**config.mk**
```make
export PLATFORM = sky130hd
export DESIGN_NAME = serial_ripple_subtractor_flat
export DESIGN_NICKNAME = d
export VERILOG_FILES = /design/src/rtl/serial_ripple_subtractor_if.sv /design/src/rtl/serial_ripple_subtractor.sv /design/src/flat_wrapper.sv
export SDC_FILE = /design/constraint.sdc
export NUM_CORES = 1
export LEC_CHECK = 0
export CAP_MARGIN = 20
export CELL_PAD_IN_SITES_DETAIL_PLACEMENT = 1
export CELL_PAD_IN_SITES_GLOBAL_PLACEMENT = 2
export CORE_UTILIZATION = 37
export CTS_BUF_LIST = sky130_fd_sc_hd__clkbuf_8
export CTS_CLUSTER_SIZE = 30
export DETAILED_ROUTE_END_ITERATION = 10
export GPL_TIMING_DRIVEN = 0
export HOLD_SLACK_MARGIN = 0.03
export MAX_ROUTING_LAYER = met4
export PLACE_DENSITY_LB_ADDON = 0.1
export SLEW_MARGIN = 5
export SYNTH_ARGS = -nofsm -noshare
export SYNTH_HDL_FRONTEND = slang
export SYNTH_SLANG_ARGS = --single-unit
export TNS_END_PERCENT = 5
```
**constraint.sdc**
```tcl
create_clock -name clk -period 2.7 [get_ports clk]
set_clock_uncertainty 0.1 [all_clocks]
set_input_delay 0.54 -clock clk [delete_from_list [all_inputs] [get_ports clk]]
set_output_delay 0.54 -clock clk [all_outputs]
set_load 0.01 [all_outputs]
```
**src/rtl/serial_ripple_subtractor_if.sv**
```systemverilog
// ---------------------------------------------------------------------------
// serial_ripple_subtractor_if
//   Handshake and operand/result bundle for serial_ripple_subtractor.
//   Parameter WIDTH : operand/result width (2..32).
//   Signals:
//     start  : request a new subtraction (master -> slave)
//     a, b   : minuend / subtrahend      (master -> slave)
//     bin    : borrow-in                 (master -> slave)
//     busy   : operation in progress     (slave -> master)
//     done   : one-cycle result-valid    (slave -> master)
//     diff   : registered difference     (slave -> master)
//     borrow : registered borrow-out     (slave -> master)
//     ovf    : signed overflow, only when SUB_OVERFLOW_EN is defined
// ---------------------------------------------------------------------------
`timescale 1ns/1ps

interface serial_ripple_subtractor_if #(
  parameter int unsigned WIDTH = 4
);
  logic             start;
  logic [WIDTH-1:0] a;
  logic [WIDTH-1:0] b;
  logic             bin;
  logic             busy;
  logic             done;
  logic [WIDTH-1:0] diff;
  logic             borrow;
`ifdef SUB_OVERFLOW_EN
  logic             ovf;
`endif

  modport master (
    output start, a, b, bin,
    input  busy, done, diff, borrow
`ifdef SUB_OVERFLOW_EN
    , ovf
`endif
  );

  modport slave (
    input  start, a, b, bin,
    output busy, done, diff, borrow
`ifdef SUB_OVERFLOW_EN
    , ovf
`endif
  );
endinterface

```
**src/rtl/serial_ripple_subtractor.sv**
```systemverilog
// ---------------------------------------------------------------------------
// serial_ripple_subtractor
//   Bit-serial subtractor: diff = a - b - bin (mod 2^WIDTH), one bit per
//   clock, LSB first, ripple borrow held in a flop. Start/done handshake;
//   diff/borrow update only on the commit edge and hold until the next one.
//
//   Parameter WIDTH : operand/result width (2..32), default 4.
//   Ports:
//     clk : rising-edge clock
//     rst : asynchronous, active-high reset
//     bus : serial_ripple_subtractor_if.slave (start, a, b, bin in;
//           busy, done, diff, borrow [, ovf] out)
//
//   Optional macro SUB_OVERFLOW_EN adds bus.ovf, the two's-complement
//   signed overflow of a - b - bin, committed together with diff.
//
//   Timing: start accepted at edge E0 -> busy from E0, bits processed at
//   E1..E(WIDTH), done high between E(WIDTH) and E(WIDTH+1).
// ---------------------------------------------------------------------------
`timescale 1ns/1ps

module serial_ripple_subtractor #(
  parameter int unsigned WIDTH = 4
) (
  input  logic                        clk,
  input  logic                        rst,
  serial_ripple_subtractor_if.slave   bus
);

  localparam int unsigned IDXW = (WIDTH > 1) ? $clog2(WIDTH) : 1;
  localparam int unsigned MSB  = WIDTH - 1;

  typedef enum logic [1:0] {
    IDLE = 2'd0,
    RUN  = 2'd1,
    DONE = 2'd2
  } state_e;

  state_e           state_q, state_d;
  logic [WIDTH-1:0] a_q, a_d;
  logic [WIDTH-1:0] b_q, b_d;
  logic [WIDTH-1:0] shadow_q, shadow_d;
  logic [WIDTH-1:0] diff_q, diff_d;
  logic [IDXW-1:0]  idx_q, idx_d;
  logic             br_q, br_d;
  logic             borrow_q, borrow_d;
`ifdef SUB_OVERFLOW_EN
  logic             ovf_q, ovf_d;
`endif

  // Single-bit full-subtractor slice on the current index.
  logic abit, bbit, dbit, br_next, last_bit;

  assign abit     = a_q[idx_q];
  assign bbit     = b_q[idx_q];
  assign dbit     = abit ^ bbit ^ br_q;
  assign br_next  = (~abit & bbit) | (~(abit ^ bbit) & br_q);
  assign last_bit = (idx_q == IDXW'(WIDTH - 1));

  always_comb begin
    state_d  = state_q;
    a_d      = a_q;
    b_d      = b_q;
    shadow_d = shadow_q;
    diff_d   = diff_q;
    idx_d    = idx_q;
    br_d     = br_q;
    borrow_d = borrow_q;
`ifdef SUB_OVERFLOW_EN
    ovf_d    = ovf_q;
`endif

    case (state_q)
      IDLE: begin
        if (bus.start) begin
          a_d      = bus.a;
          b_d      = bus.b;
          br_d     = bus.bin;
          idx_d    = '0;
          shadow_d = '0;
          state_d  = RUN;
        end
      end

      RUN: begin
        shadow_d[idx_q] = dbit;
        br_d            = br_next;
        if (last_bit) begin
          // Commit uses the shadow value including the bit resolved this edge.
          diff_d   = shadow_d;
          borrow_d = br_next;
`ifdef SUB_OVERFLOW_EN
          ovf_d    = (a_q[MSB] != b_q[MSB]) && (shadow_d[MSB] != a_q[MSB]);
`endif
          idx_d    = '0;
          state_d  = DONE;
        end else begin
          idx_d = idx_q + IDXW'(1);
        end
      end

      DONE: state_d = IDLE;

      default: state_d = IDLE;
    endcase
  end

  always_ff @(posedge clk or posedge rst) begin
    if (rst) begin
      state_q  <= IDLE;
      a_q      <= '0;
      b_q      <= '0;
      shadow_q <= '0;
      diff_q   <= '0;
      idx_q    <= '0;
      br_q     <= 1'b0;
      borrow_q <= 1'b0;
`ifdef SUB_OVERFLOW_EN
      ovf_q    <= 1'b0;
`endif
    end else begin
      state_q  <= state_d;
      a_q      <= a_d;
      b_q      <= b_d;
      shadow_q <= shadow_d;
      diff_q   <= diff_d;
      idx_q    <= idx_d;
      br_q     <= br_d;
      borrow_q <= borrow_d;
`ifdef SUB_OVERFLOW_EN
      ovf_q    <= ovf_d;
`endif
    end
  end

  assign bus.busy   = (state_q == RUN);
  assign bus.done   = (state_q == DONE);
  assign bus.diff   = diff_q;
  assign bus.borrow = borrow_q;
`ifdef SUB_OVERFLOW_EN
  assign bus.ovf    = ovf_q;
`endif

endmodule

```
**src/flat_wrapper.sv**
```systemverilog
// flat-port wrapper written by rule: the top's interface ports become plain ports
module serial_ripple_subtractor_flat 
#(
  parameter int unsigned WIDTH = 4
)
  (clk, rst, bus_start, bus_a, bus_b, bus_bin, bus_busy, bus_done, bus_diff, bus_borrow);
  serial_ripple_subtractor_if #(.WIDTH(WIDTH)) bus_i ();
  input  logic clk;
  input  logic rst;
  input wire logic [$bits(bus_i.start)-1:0] bus_start;
  input wire logic [$bits(bus_i.a)-1:0] bus_a;
  input wire logic [$bits(bus_i.b)-1:0] bus_b;
  input wire logic [$bits(bus_i.bin)-1:0] bus_bin;
  output wire logic [$bits(bus_i.busy)-1:0] bus_busy;
  output wire logic [$bits(bus_i.done)-1:0] bus_done;
  output wire logic [$bits(bus_i.diff)-1:0] bus_diff;
  output wire logic [$bits(bus_i.borrow)-1:0] bus_borrow;
  assign bus_i.start = bus_start;
  assign bus_i.a = bus_a;
  assign bus_i.b = bus_b;
  assign bus_i.bin = bus_bin;
  assign bus_busy = bus_i.busy;
  assign bus_done = bus_i.done;
  assign bus_diff = bus_i.diff;
  assign bus_borrow = bus_i.borrow;
  serial_ripple_subtractor #(.WIDTH(WIDTH)) u_core (.clk(clk), .rst(rst), .bus(bus_i));
endmodule
```
# Word level (Yosys, flattened, before mapping)
# Cells that the tools add are included.
# Widths: inputs -> output; s select.
[classes] n_addsub=1 order_cmp=2 eq_ne=5 n_mux=17 n_bitwise=7 n_reduce_logical=7
[op_table] operator="$mux 2" count=4
[op_table] operator="$pmux 2 s2" count=2
[op_table] operator="$pmux 4 s2" count=1
[op_table] operator="$reduce_and 2->1" count=4
[op_table] operator="$bmux 1 s2" count=2
[op_table] operator="$bwmux 4" count=1
[op_table] operator="$eq 2x2->1 const B" count=2
[op_table] operator="$mux 1" count=4
[op_table] operator="$mux 4" count=1
[op_table] operator="$lt 2x3->1 const B" count=1
[op_table] operator="$add 2x1->2 const B" count=1
[op_table] operator="$and 1x1->1" count=2
[op_table] operator="$demux 1 s2" count=1
[op_table] operator="$eq 2x1->1 const B" count=1
[op_table] operator="$ge 2x1->1 const B" count=1
[op_table] operator="$logic_not 2->1" count=1
[op_table] operator="$ne 2x1->1 const B" count=1
[op_table] operator="$ne 2x2->1 const B" count=1
[op_table] operator="$not 1->1" count=2
[op_table] operator="$pmux 1 s2" count=1
[op_table] operator="$reduce_bool 2->1" count=1
[op_table] operator="$xor 1x1->1" count=2
[op_table] operator="$logic_and 1x1->1" count=1
[op_table] operator="$or 1x1->1" count=1
[word_totals] ff_bits=22 input_bits=12 out_inout_bits=7 elab_cells=47

# Logic depth before layout (Yosys ltp)
# Gate-level depths: netlist of run 1.
[depth] word_depth=7 mapped_depth=5 depth_no_buf=5

# Least setup slack after synthesis of run 1
# No wires, ideal clock.
[synth_timing] kind="register to register" from="reg u_core.idx_q[0]" to="reg u_core.diff_q[0] (netlist: u_core.bus.diff[0])" t_arrival_ns=2.037 required_time_ns=2.475 slack_ns=0.438 path_stages_with_launch=5 path_buffers=0 cell_sequence="dfrtp_1 -> mux4_2 -> fa_1 -> mux2_2 -> mux2_4"
[synth_between] elab_chain_cells=5 word_cells_on_any_way=14
[synth_lines] item="start: declaration" line="serial_ripple_subtractor.sv:44" rtl="logic [IDXW-1:0] idx_q, idx_d;"
[synth_lines] item="start signal: assignment" line="serial_ripple_subtractor.sv:127" rtl="idx_q <= idx_d;"
[synth_lines] item="$lt 2x3->1 (not written as such), or another cell as far along" line="serial_ripple_subtractor.sv:86" rtl="shadow_d[idx_q] = dbit;"
[synth_lines] item="$logic_and 1x1->1 (not written as such), or another cell as far along" line="serial_ripple_subtractor.sv:86"
[synth_lines] item="$mux 1 (not written as such) / $xor 1x1->1 (equally long branches)" line="serial_ripple_subtractor.sv:86, serial_ripple_subtractor.sv:56"
[synth_lines] item="$demux 1 s2 / $xor 1x1->1 (equally long branches)"
[synth_lines] item="$bwmux 4" line="serial_ripple_subtractor.sv:86"
[synth_lines] item="end signal: assignment" line="serial_ripple_subtractor.sv:126" rtl="diff_q <= diff_d;"
[synth_lines] item="end: declaration" line="serial_ripple_subtractor.sv:43" rtl="logic [WIDTH-1:0] diff_q, diff_d;"
# Parallel ways exist; a longest one is shown, timed or not. The select of a mux whose other input is x is not followed.
# A chain may end at the register's enable or synchronous reset.

# Final worst setup path of run 1
# Ends and elaborated chain as after synthesis.

==> results.md, run 1 <==
* Yosys top cell by area: dfrtp_1
* Placed cell count at 125
* Wire length per cell at 15.2 um
* CTS tree: yes
* Post-Synthesis Cells at 76
* N_diodes at 0
* # setup viols final at 0
* Hold endpoint: u_core.a_q[3]
* Final cycle utilization of the critical path at 91.1%
* CP arrival at 2.51 ns
* Rel. slew slack at 47.1%
* Post-Layout Cell Count at 129
* Most common cell after layout, fill and taps aside: dfrtp_1
* Flops & latches, synth at 21
* Die footprint at 0.00311 mm2
* Starting Density at 38.8%
* Critical Path RT at 2.75 ns
* Commonest non-fill, non-tap cells in the layout: dfrtp_1, clkdlybuf4s50_1, mux2_1
* RSZ-0062 raised after global routing: false
* Post-synth top area share at 49.1%
* Worst R2R Setup Slack at 0.24 ns
* Mean number of vias per cell at 5.22
* Area grow syn2layout at 24.8%
* Share of cells above drive strength 1 at 19.4%
* P_leak at 0.606 nW
* Status: finished clean
* Port Buf Inserts at 18
* XOR/XNOR Fraction of Synth Area at 0%
* First-pass GRT wire length at 3310 um
* Worst reg2reg path startpoint: u_core.idx_q[0]
* Post-Synth Adder-Cell Area at 6.55%
* Synth Area in Compound Gates at 6.90%
* Simple-Gate Fraction of Synth Area at 9.71%
* Hold Fails Final Rpt at 0
* Yosys cell types at 26
* Total Neg Setup Slack at 0 ns
* GRT Total Usage at 14.3%
* Crit path kind: reg2reg
* Largest cells by area after synthesis: dfrtp_1, mux2_1, mux2_4
* DRC at 0
* Ys async rst share at 100%
* Crit-path max FO at 7
* Nets@finish at 116
* EDFF count, synth at 0
* Worst Hold Launch: u_core.a_q[3]
* Multiplexer share of the synthesized area at 22.3%
* Rows at 19
* Largest net degree at the start of global routing at 22
* R2R cell count at 4
* Hold-fix buffers, CTS at 0
* Pwr dens at 1200 mW/mm2
* GRT Residual Overflow at 0
* Total core area at 0.00276 mm2
* Initial antenna violation count at 0
* Net Count, Synth at 93
* Postcts setup bufs at 0
* Synth Flop Type: dfrtp_1
* CP endpoint kind: flop
* Critical-path top delay cell: fa_1
* Cell family with most CP delay: multiplexers
* Reg clk slew, reported paths at 0.08 ns
* Post-Syn Area per Cell at 14.1 um2
* Final HPWL DP at 1450 um
* Max Slew Vio Count at 0
* R2r endpoint: u_core.bus.diff[0]
* DRT Pass-1 Iters at 4
* Max-cap violations at 0
* I/O Pins at 19
* Sinks on Clock Net at 21
* Clock period minus worst slack at 2.46 ns
* Drt initial violations at 4
* Worst setup SP type: flop
* CTS Buffer Depth at 2
* Routed Antenna Nets at 0
* RePlAce Congestion at 0.707
* Slew of the pin with the lowest slew margin at 0.793 ns
* Root buffer cell: clkbuf_8
* Peak VDD IR at 0.719 mV
* CTS resizes at 0
* Htree depth at 1
* TritonCTS buffer count at 3
* Via count at 674
* Largest family of logic cells by synthesized area: multiplexers
* Buf/Inv on CP at 0
* Worst hold stages at 1
* Slowest Stage Delay on Critical Path at 0.59 ns
* Worst skew pair latency at 0.26 ns
* Die Ht at 55.8 um
* CP Cell Sequence: mux4_2, fa_1, mux2_2, mux2_4
* Hold Path Class: reg2reg
* Fmax at 406 MHz
* Synthesized area at 0.00107 mm2
* Post-Route WL at 1970 um
* Vias in the first global route at 685
* Overall die width at 55.8 um
* Synth warn at 0
* Sequential-to-total area share from yosys stat at 49.1%
## registers in the layout, indices dropped and copies added (netlist names)
name               flops
u_core.a_q             4
u_core.b_q             4
u_core.bus.diff        4
u_core.shadow_q        3
u_core.idx_q           2
u_core.state_q         2
u_core.br_q            1
u_core.bus.borrow      1
## worst register-to-register path, cell delays in order (launching register included)
cell	delay (ns)
dfrtp_1	0.52
mux4_2	0.58
fa_1	0.59
mux2_2	0.31
mux2_4	0.25
## kinds of logic (layout without fill, tap and decap cells)
family,after synthesis,after routing
and+or+nand+nor,13,13
AOI/OAI and AO/OA,8,8
DFF,21,21
buffers and inverters,11,33
adders and majority gates,5,5
muxes,18,18
## how the worst max path moves through the flow
stage                               start                  to  slack [ns]  cells past startpoint
final                     u_core.idx_q[0]  u_core.bus.diff[0]        0.24                      4
after global placement    u_core.idx_q[0]  u_core.bus.diff[2]        0.26                      4
after detailed placement  u_core.idx_q[0]  u_core.bus.diff[1]        0.24                      4
after global routing      u_core.idx_q[0]  u_core.bus.diff[1]        0.16                      4
after floorplan           u_core.idx_q[0]  u_core.bus.diff[0]        0.44                      4
after CTS                 u_core.idx_q[0]  u_core.bus.diff[0]        0.22                      4
## per-stage QoR
step                instance area, um2  utilization [%]  hold slack [ns]  power, mW  setup slack, ns
floorplan                         1070                -            0.352       1.15            0.438
finish                            1340             48.4            0.388       1.60            0.240
global route                      1340             48.4            0.417       1.72            0.164
global placement                  1290             46.7            0.364       1.38            0.257
CTS                               1340             48.4            0.395       1.63            0.223
detailed placement                1290             46.7            0.376       1.41            0.240
## area by class of cell
cell class,instances,area (um2)
buffer,4,31.3
fill,276,1420
multi-input combinational,44,487
clock buffer,3,41.3
sequential,21,526
timing repair buffer,18,180
tap,31,38.8
clock inverter,1,5.00
inverter,7,26.3
## layer usage
metal	vias to the layer above	track usage, %	routed length, um
met5	-	-	0
met3	4	2.79	53
met2	13	24.4	978
met4	0	4.29	19
met1	340	17.2	915
li1	317	-	-
## synth_stat cells (all sizes together), types with 2 or more instances
cell type  number
a221o           3
buf             4
dfrtp          21
and4b           3
mux4            2
ha              4
inv             7
mux2           15
nor2b           4
## power by group
group / internal, mW / total [mW] / leakage (nW) / switching (mW)
combinational: 0.476 / 0.831 / 0.324 / 0.354
clock: 0.103 / 0.208 / 0.0255 / 0.105
sequential: 0.463 / 0.564 / 0.256 / 0.101
total: 1.04 / 1.60 / 0.606 / 0.560
(Power assumes the default switching activity.)
==> run 2, diff against run 1 <==
--- a/config.mk
+++ b/config.mk
@@ -5,10 +5,11 @@
 export SDC_FILE = /design/constraint.sdc
 export NUM_CORES = 1
 export LEC_CHECK = 0
+export ABC_AREA = 1
 export CAP_MARGIN = 20
 export CELL_PAD_IN_SITES_DETAIL_PLACEMENT = 1
 export CELL_PAD_IN_SITES_GLOBAL_PLACEMENT = 2
-export CORE_UTILIZATION = 37
+export CORE_UTILIZATION = 31
 export CTS_BUF_LIST = sky130_fd_sc_hd__clkbuf_8
 export CTS_CLUSTER_SIZE = 30
 export DETAILED_ROUTE_END_ITERATION = 10
==> run 2 against run 1 <==
Effect of this change:
- fmax rose by 9.9%
- sequential cell count did not move
- setup slack improved by 0.22 ns
- clock power rose by 3%
- largest power group unchanged
- count of clock-buffer cells in the layout did not move
- register-to-register slack improved by 0.42 ns
- design area did not move
- first-iteration DRC count rose to 3.5 times the previous value
- critical path type is now reg2out
- combinational power fell by 8.8%
- die area rose by 17%
- power fell by 4.6%
==> results.md, run 2 <==
* Status: finished clean
* Net Count, Synth at 144 (+55%)
* Synth Flop Type: dfrtp_1
* R2R cell count at 11 (+7)
* Commonest non-fill, non-tap cells in the layout: nand2_1, dfrtp_1, clkdlybuf4s50_1
* Root buffer cell: clkbuf_8
* Critical-path top delay cell: clkdlybuf4s50_1
* Final HPWL DP at 1700 um (+17%)
* First-pass GRT wire length at 4080 um (+23%)
* Worst hold stages at 2 (+1)
* Synthesized area at 0.00105 mm2 (-1.5%)
* Yosys cell types at 17 (-35%)
* Critical Path RT at 2.06 ns (-0.69 ns)
* Top post-synthesis cells by count: nand2_1, dfrtp_1, nand3_1, inv_1, ha_1
* Max-cap violations at 0 (unchanged)
* Largest cells by area after synthesis: dfrtp_1, nand2_1, nand3_1
* P_leak at 0.682 nW (+12%)
* Worst Setup SP: u_core.state_q[0]
* Post-Synthesis Cells at 127 (+67%)
* Worst R2R Setup Slack at 0.66 ns (+0.42 ns)
* N_diodes at 0 (unchanged)
* CP endpoint kind: primary output
* Drt initial violations at 14 (+10)
* TritonCTS buffer count at 3 (unchanged)
* Hold Fails Final Rpt at 0 (unchanged)
* Mean number of vias per cell at 4.53 (-13%)
* Flops & latches, synth at 21 (unchanged)
* CP arrival at 1.60 ns (-0.91 ns)
* Hold-fix buffers, CTS at 0 (unchanged)
* Starting Density at 33.7% (-5.1 points)
* Die Ht at 60.3 um (+8.1%)
* Post-Layout Cell Count at 193 (+50%)
* Yosys top cell by area: dfrtp_1
* Total design power at 1.53 mW (-4.6%)
* Wire length per cell at 12.0 um (-21%)
* I/O Pins at 19 (unchanged)
* Pwr dens at 1150 mW/mm2 (-4.6%)
* RePlAce Congestion at 0.695 (-1.7%)
* Htree depth at 1 (unchanged)
* Pre-CTS setup slack at 0.644 ns (+0.404 ns)
* Placed cell count at 189 (+51%)
* Crit-path max FO at 8 (+1)
* Initial antenna violation count at 0 (unchanged)
* Final setup margin at 0.462 ns (+0.222 ns)
* Peak VDD IR at 0.342 mV (-52%)
* DP Area at 0.00129 mm2 (unchanged)
* R2r endpoint: u_core.shadow_q[0]
* CP Cell Sequence: inv_2, nor2_8, clkdlybuf4s50_1
* Sinks on Clock Net at 21 (unchanged)
* Rows at 20 (+1)
* Worst skew pair latency at 0.27 ns (about the same)
* Fmax at 447 MHz (+9.9%)
* Total Neg Setup Slack at 0 ns (unchanged)
* Routed Antenna Nets at 0 (unchanged)
* Post-Route WL at 2310 um (+18%)
* Worst Hold Launch: u_core.a_q[2]
* Largest net degree at the start of global routing at 22 (unchanged)
* Max Slew Vio Count at 0 (unchanged)
* GRT Residual Overflow at 0 (unchanged)
* Via count at 875 (+30%)
* Slew of the pin with the lowest slew margin at 0.835 ns (+0.0417 ns)
* Final cycle utilization of the critical path at 82.9% (-8.2 points)
* Postcts setup bufs at 0 (unchanged)
* Die footprint at 0.00364 mm2 (+17%)
* Count leader, synth: nand2_1
* Vias in the first global route at 874 (+28%)
* Synth warn at 0 (unchanged)
* GRT Total Usage at 16.5% (+2.1 points)
* Port Buf Inserts at 18 (unchanged)
* Hold Slack at 0.375 ns (-0.0131 ns)
* Clock period minus worst slack at 2.24 ns (-0.222 ns)
* Hold Path Class: reg2reg
* EDFF count, synth at 0 (unchanged)
* Crit path kind: reg2out
* DRT Pass-1 Iters at 4 (unchanged)
* Most common cell after layout, fill and taps aside: nand2_1
* Rel. slew slack at 44.3% (-2.8 points)
* Post-synth top area share at 49.9% (+0.76 points)
* Reg clk slew, reported paths at 0.08 ns (about the same)
* CTS Buffer Depth at 2 (unchanged)
* Final core occ at 42.7% (-5.7 points)
* DRC at 0 (unchanged)
* Hold endpoint: u_core.a_q[2]
* RSZ-0062 raised after global routing: false
* Sequential-to-total area share from yosys stat at 49.9% (+0.76 points)
* Nets@finish at 167 (+44%)
* Ys async rst share at 100% (unchanged)
* Worst setup SP type: flop
* Share of cells above drive strength 1 at 10.7% (-8.6 points)
* Overall die width at 60.3 um (+8.1%)
* CTS tree: yes
* Post-Syn Area per Cell at 8.30 um2 (-41%)
* Total core area at 0.00313 mm2 (+13%)
* Post-Layout Inst Area at 0.00134 mm2 (unchanged)
* # setup viols final at 0 (unchanged)
* Slowest Stage Delay on Critical Path at 0.58 ns (about the same)
* Area grow syn2layout at 26.7%
* CTS resizes at 0 (unchanged)
* Worst reg2reg path startpoint: u_core.idx_q[0]
run 2: cell types whose count changed after synthesis, sizes merged, moves of 2 or more:
cell / delta
and4b: -3
a221o: -3
mux4: -2
o21ai: +5
buf: -3
inv: +5
mux2: -15
nor2: +3
nand2: +65
nor2b: -4
nand3: +12
run 2: critical path: cells and delay by family, from the launching register on:
| kind | cells | cell delay (ns) |
|---|---|---|
| flip-flops | 1 | 0.48 |
| buffers and inverters | 2 | 0.68 |
| AND/OR/NAND/NOR | 1 | 0.17 |
run 2: worst max path at each step:
| stage | endpoint | slack [ns] | cells past startpoint |
|---|---|---|---|
| floorplan | u_core.shadow_q[2] | 0.89 | 11 |
| global placement | u_core.bus.diff[2] | 0.68 | 11 |
| detailed placement | u_core.shadow_q[0] | 0.64 | 11 |
| CTS | bus_busy | 0.43 | 3 |
| global route | bus_busy | 0.40 | 3 |
| finish | bus_busy | 0.46 | 3 |
run 2: layout make-up:
cell class / count / area [um2]
Multi-Input combinational cell: 92 / 473
Sequential cell: 21 / 526
Fill cell: 376 / 1790
Clock buffer: 3 / 41.3
Timing Repair Buffer: 18 / 180
Clock inverter: 1 / 5.00
Tap cell: 44 / 55.1
Inverter: 12 / 45.0
Buffer: 2 / 10.0
run 2: report_power, final:
part / switching [mW] / total (mW) / internal, mW
Clock: 0.112 / 0.215 / 0.103
Sequential: 0.101 / 0.556 / 0.455
Combinational: 0.449 / 0.758 / 0.310
Total: 0.662 / 1.53 / 0.868
run 2: layer usage:
layer / part of all wire (%) / vias up / global-route usage (%)
met5: 0 / - / -
met4: 2.0 / 0 / 7.97
met3: 2.9 / 5 / 3.25
met2: 48 / 15 / 27.5
met1: 47 / 419 / 18.7
li1: - / 436 / -
run 2: logic make-up after synthesis:
logic type | synth area share (%)
adder cells (fa/ha/maj) | 6.65
AND/OR/NAND/NOR | 34.4
buffers and inverters | 5.23
AO/OA/AOI/OAI | 3.80
flip-flops | 49.9
